--- src/rtl/uart_pkg.sv ---
// rtl/uart_pkg.sv - shared types, constants and frame builder for the UART TX scheduler
package uart_pkg;

  typedef enum logic [1:0] {
    ST_IDLE,
    ST_LOAD,
    ST_SHIFT,
    ST_GAP
  } state_t;

  localparam int FRAME_BITS = 10;
  localparam int WDOG_LIMIT = 12;

  function automatic logic [FRAME_BITS-1:0] uart_frame(input logic [7:0] data);
    return {1'b1, data, 1'b0};
  endfunction

endpackage

--- src/rtl/uart_baud_gen.sv ---
// rtl/uart_baud_gen.sv - bit-period divider; tick on the last count of each period
module uart_baud_gen #(
  parameter int CLK_DIV = 434
) (
  input  logic clk,
  input  logic rst,
  input  logic clear,
  input  logic en,
  output logic tick
);

  localparam int            CW   = (CLK_DIV > 1) ? $clog2(CLK_DIV) : 1;
  localparam logic [CW-1:0] LAST = CW'(CLK_DIV - 1);

  logic [CW-1:0] r_cnt;

  always_ff @(posedge clk or posedge rst) begin
    if (rst) begin
      r_cnt <= '0;
    end else if (clear) begin
      r_cnt <= '0;
    end else if (en) begin
      r_cnt <= (r_cnt == LAST) ? '0 : r_cnt + 1'b1;
    end
  end

  // Not gated by clear, so a tick coinciding with the period that ends SHIFT is still seen.
  assign tick = en && (r_cnt == LAST);

endmodule

--- src/rtl/uart_tx_sched.sv ---
// rtl/uart_tx_sched.sv - round-robin arbiter sharing one UART TX shifter among N_REQ requesters
module uart_tx_sched
  import uart_pkg::*;
#(
  parameter int N_REQ    = 4,
  parameter int CLK_DIV  = 434,
  parameter int GAP_BITS = 1,
  localparam int IDW     = $clog2(N_REQ)
) (
  input  logic                  clk,
  input  logic                  rst,
  input  logic [N_REQ-1:0]      req_valid,
  input  logic [N_REQ*8-1:0]    req_data,
  output logic [N_REQ-1:0]      req_ready,
  output logic                  tx_load,
  output logic [FRAME_BITS-1:0] tx_frame,
  output logic                  shift_en,
  output logic                  baud_tick,
  input  logic                  done,
  output logic [IDW-1:0]        grant_id,
  output logic                  busy,
  output logic                  err_timeout
);

  localparam logic [3:0] WDOG_L   = 4'(WDOG_LIMIT);
  localparam logic [3:0] GAP_LAST = 4'((GAP_BITS == 0) ? 0 : GAP_BITS - 1);

  state_t         r_state;
  state_t         w_next;
  logic [IDW-1:0] r_rr_ptr;
  logic [IDW-1:0] r_grant_id;
  logic [7:0]     r_data;
  logic [3:0]     r_wdog;
  logic [3:0]     r_gap_cnt;
  logic           r_err;
  logic           w_clear;
  logic           w_tick;
  logic           w_en;
  logic [IDW:0]   w_pick;
  logic [IDW-1:0] w_win;

  // Returns {found, index}: first set bit scanning circularly from ptr+1.
  function automatic logic [IDW:0] rr_pick(input logic [N_REQ-1:0] v, input logic [IDW-1:0] ptr);
    logic [IDW:0] r;
    int           idx;
    r = '0;
    for (int k = N_REQ; k >= 1; k--) begin
      idx = (int'(ptr) + k) % N_REQ;
      if (v[idx]) begin
        r = {1'b1, IDW'(idx)};
      end
    end
    return r;
  endfunction

  assign w_pick = rr_pick(req_valid, r_rr_ptr);
  assign w_win  = w_pick[IDW-1:0];
  assign w_en   = (r_state == ST_SHIFT) || (r_state == ST_GAP);

  uart_baud_gen #(
    .CLK_DIV(CLK_DIV)
  ) u_baud (
    .clk  (clk),
    .rst  (rst),
    .clear(w_clear),
    .en   (w_en),
    .tick (w_tick)
  );

  always_comb begin
    w_next    = r_state;
    req_ready = '0;
    w_clear   = 1'b0;
    case (r_state)
      ST_IDLE: begin
        if (w_pick[IDW]) begin
          req_ready[w_win] = 1'b1;
          w_next           = ST_LOAD;
        end
      end
      ST_LOAD: begin
        w_clear = 1'b1;
        w_next  = ST_SHIFT;
      end
      ST_SHIFT: begin
        if (done || (r_wdog == WDOG_L)) begin
          w_clear = 1'b1;
          w_next  = ST_GAP;
        end
      end
      ST_GAP: begin
        if ((GAP_BITS == 0) || (w_tick && (r_gap_cnt == GAP_LAST))) begin
          w_next = ST_IDLE;
        end
      end
      default: w_next = ST_IDLE;
    endcase
  end

  always_ff @(posedge clk or posedge rst) begin
    if (rst) begin
      r_state    <= ST_IDLE;
      r_rr_ptr   <= IDW'(N_REQ - 1);
      r_grant_id <= '0;
      r_data     <= '0;
      r_wdog     <= '0;
      r_gap_cnt  <= '0;
      r_err      <= 1'b0;
    end else begin
      r_state <= w_next;
      r_err   <= (r_state == ST_SHIFT) && !done && (r_wdog == WDOG_L);
      if ((r_state == ST_IDLE) && w_pick[IDW]) begin
        r_rr_ptr   <= w_win;
        r_grant_id <= w_win;
        r_data     <= req_data[{w_win, 3'b000} +: 8];
      end
      if (r_state == ST_LOAD) begin
        r_wdog    <= '0;
        r_gap_cnt <= '0;
      end else if ((r_state == ST_SHIFT) && w_tick && (r_wdog != 4'hF)) begin
        r_wdog <= r_wdog + 1'b1;
      end else if ((r_state == ST_GAP) && w_tick) begin
        r_gap_cnt <= r_gap_cnt + 1'b1;
      end
    end
  end

  assign tx_load     = (r_state == ST_LOAD);
  assign tx_frame    = uart_frame(r_data);
  assign shift_en    = (r_state == ST_SHIFT);
  assign baud_tick   = shift_en && w_tick;
  assign busy        = (r_state != ST_IDLE);
  assign grant_id    = r_grant_id;
  assign err_timeout = r_err;

endmodule

--- config.mk ---
export PLATFORM = sky130hd
export DESIGN_NAME = uart_tx_sched
export DESIGN_NICKNAME = d
export VERILOG_FILES = /design/src/rtl/uart_pkg.sv /design/src/rtl/uart_baud_gen.sv /design/src/rtl/uart_tx_sched.sv
export SDC_FILE = /design/constraint.sdc
export NUM_CORES = 1
export LEC_CHECK = 0
export CAP_MARGIN = 0
export CORE_AREA = 2 2 63 65
export DETAILED_ROUTE_END_ITERATION = 10
export DIE_AREA = 0 0 65 67
export DONT_BUFFER_PORTS = 1
export PLACE_DENSITY = 0.81
export SYNTH_ARGS = -nofsm -noshare
export SYNTH_HDL_FRONTEND = slang
export SYNTH_SLANG_ARGS = --single-unit
--- constraint.sdc ---
create_clock -name clk -period 1.9 [get_ports clk]
set_input_delay 0.19 -clock clk [delete_from_list [all_inputs] [get_ports clk]]
set_output_delay 0.19 -clock clk [all_outputs]
set_load 0.02 [all_outputs]
==> metrics.yaml <==
status: "finished, violations left"
violations: "negative setup slack"
synth-seq-cells: 32
fillers: 254
timing.rr.start: "r_rr_ptr[0]"
crit_fanout: 6
post_dp_cell_area_sq_um: 2120
clockBufferDepth: 2
power_frac_seq_pct: 35.4
final_area_sq_um: 2430
internal-power_uw: 2060
wl_per_cell_um: 17.6
period_minus_slack_ns: 1.90
cts.clk_slew.worst_paths_ns: 0.07
num_vias: 1644
insertedDiodeCount: 0
yosys-top-cells-count: "dfrtp_1 (30), nand2_1 (22), nor2_1 (21)"
synth.yosys.seq_area_share_pct: 40.9
ant_nets: 0
core_area_sq_um: 3610
worstPathRequired_ns: 1.71
clkPwrFrac_pct: 14.6
synth_fp_nets: 256
crit_slowest_cell: "dfstp_2"
first_pass_iters: 4
synthFlopType: "dfrtp_1"
pre_cts_ws_ns: 0.0368
drc: 0
layout-drive-gt1-share_pct: 25.4
p_switching_uw: 1580
dp_hpwl_um: 3350
fin_nets: 281
tns_ns: -0.00194
combPwrFrac_pct: 50.0
syn_to_final_growth_pct: 23.7
routabilityCongestion: 0.838
max_stage_delay_ns: 0.55
leakagePower_uw: 0.00116
grt_max_degree: 33
htree_levels: 2
p_sw_share_pct: 43.5
hp-start: "req_data[28]"
ys_types: 43
synth.most_common_cell: "dfrtp_1"
grt_pass1_vias: 1563
postSynthAreaPerCell_sq_um: 9.52
hold_violations: 0
fin_skew_ns: 0.0118
vias_per_cell: 5.87
die_width_um: 65
antenna_found_initial: 0
synth-warning-count: 0
syn_inst: 206
ios: 60
crit_type: "reg -> out"
die_h_um: 67
synth_top_area_cell: "dfrtp_1"
wirelength_um: 4940
setup_violations: 1
root_buffer: "clkbuf_8"
crit_path_start: "r_rr_ptr[0]"
drt_iter0_drc: 112
dp.cells: 262
dieArea_sq_um: 4360
fmaxAchievable_mhz: 526
min_path_type: "in -> reg"
min_period_over_period_pct: 100
startpoint_type: "flip-flop"
synth-async-reset-ratio_pct: 100
fin_ws_ns: -0.00194
netlist_area_sq_um: 1960
cts_tree: "built"
clkSinkCount: 32
cp_cell_sequence: "nand2b_4 > o21ai_4 > a211oi_4 > buf_12 > inv_6 > nor2_4 > buf_6"
grt_usage_pct: 23.6
cap_violations: 0
rsz0062_at_grt: "yes"
ir_worst_vdd_v: 0.000835
initial_utilization_pct: 54.4
critPathCaptureType: "output pin"
synth_edf_count: 0
hold_slack_ns: 0.138
cp_top_family: "flip-flops"
grt_overflow: 0
clkLatencyLatePin_ns: 0.28
crit_buf_inv: 3
tritoncts.num_buffers: 5
slew_viol_final: 0
synth_area_leaders: "dfrtp_1 (38%), mux2i_1 (8.7%), ha_1 (7.0%)"
std_cell_rows: 22
grt_pass1_wl_um: 7600
power_density_nw_per_um2: 1500
worstPathArrival_ns: 1.71
final_cells: 280
synth.top_cell.area_share_pct: 38.3
port_buffers: 0
==> state kept, by name, indices dropped and copies added, names as in the netlist <==
signal and cells:
r_rr_ptr 2, r_wdog 4, grant_id 2, r_gap_cnt 4
r_state 2, u_baud.r_cnt 9, err_timeout 1, r_data 8
==> metal layers <==
metal	share of wire (%)	GRT usage, %	up-vias	wire length [um]
li1	-	-	768	-
met1	39	29.7	790	1940
met2	51	38.0	70	2530
met3	5.5	6.59	16	274
met4	3.9	9.84	0	193
met5	0	0	-	0
==> placed cells by master, fill, tap and decap left out, drive strengths merged, types with 3 or more instances in the layout <==
cell and instances:
dfrtp 30, buf 25, nand2 22, nor2 21, mux2i 17, inv 13
ha 11, a21oi 9, o221ai 8, clkbuf 8, o21ai 7, xor2 6
nand2b 6, nand3 5, nand4 5, nor3 4, a21o 3
==> final cells by class <==
| type | instances | area, sq um | area share [%] |
|---|---|---|---|
| well taps | 48 | 60.1 | 2.47 |
| multi-input cells | 152 | 1190 | 49.1 |
| clock buffers | 8 | 90.1 | 3.71 |
| repair buffers | 27 | 228 | 9.38 |
| flip-flops and latches | 32 | 803 | 33.1 |
| inverters | 13 | 53.8 | 2.22 |
==> path summary, 6_finish.rpt <==
path / end / slack [ns] / cells past startpoint
max reg2reg: r_data[6] / 0.06 / 7
max in group asynchronous: r_rr_ptr[0] / 1.14 / 3
max: req_ready[2] / -0.002 / 7
min reg2reg: r_rr_ptr[0] / 0.53 / 2
min in group asynchronous: r_data[3] / 0.44 / 3
min: r_data[4] / 0.14 / 2
==> repair_timing <==
action / CTS / global route
hold buffers: 2 / 0
pin swaps: 4 / 3
cloned: 1 / 0
buffers inserted: 6 / 2
resized for setup: 15 / 20
setup endpoints to repair: 4 / 18
hold endpoints to repair: 31 / 0
==> power groups by stage <==
| stage | sequential [uW] | clock [uW] | combinational (uW) |
|---|---|---|---|
| 2_1_floorplan | 1220 | 0 | 1080 |
| 3_3_place_gp | 1270 | 0 | 1430 |
| 3_5_place_dp | 1270 | 0 | 1490 |
| 4_1_cts | 1280 | 539 | 1730 |
| 5_1_grt | 1310 | 581 | 2000 |
| 6_report | 1290 | 533 | 1820 |
==> metrics by stage <==
stage               power (uW)  util (%)
CTS                       3550      65.6
global placement          2700      58.8
detailed placement        2760      58.8
global route              3890      67.3
finish                    3650      67.3
floorplan                 2300         -
==> kinds of logic (layout without fill, tap and decap cells) <==
logic type               Yosys count  after routing  share of synthesized area [%]
AO/OA/AOI/OAI                     38             38                           13.8
buffers and inverters             22             48                           4.97
other                              2              2                          0.383
flip-flops                        32             32                           40.9
AND/OR/NAND/NOR                   75             75                           20.1
multiplexers                      18             18                           9.25
adder cells (fa/ha/maj)           11             11                           7.02
XOR/XNOR                           8              8                           3.57
(Power assumes the default switching activity.)
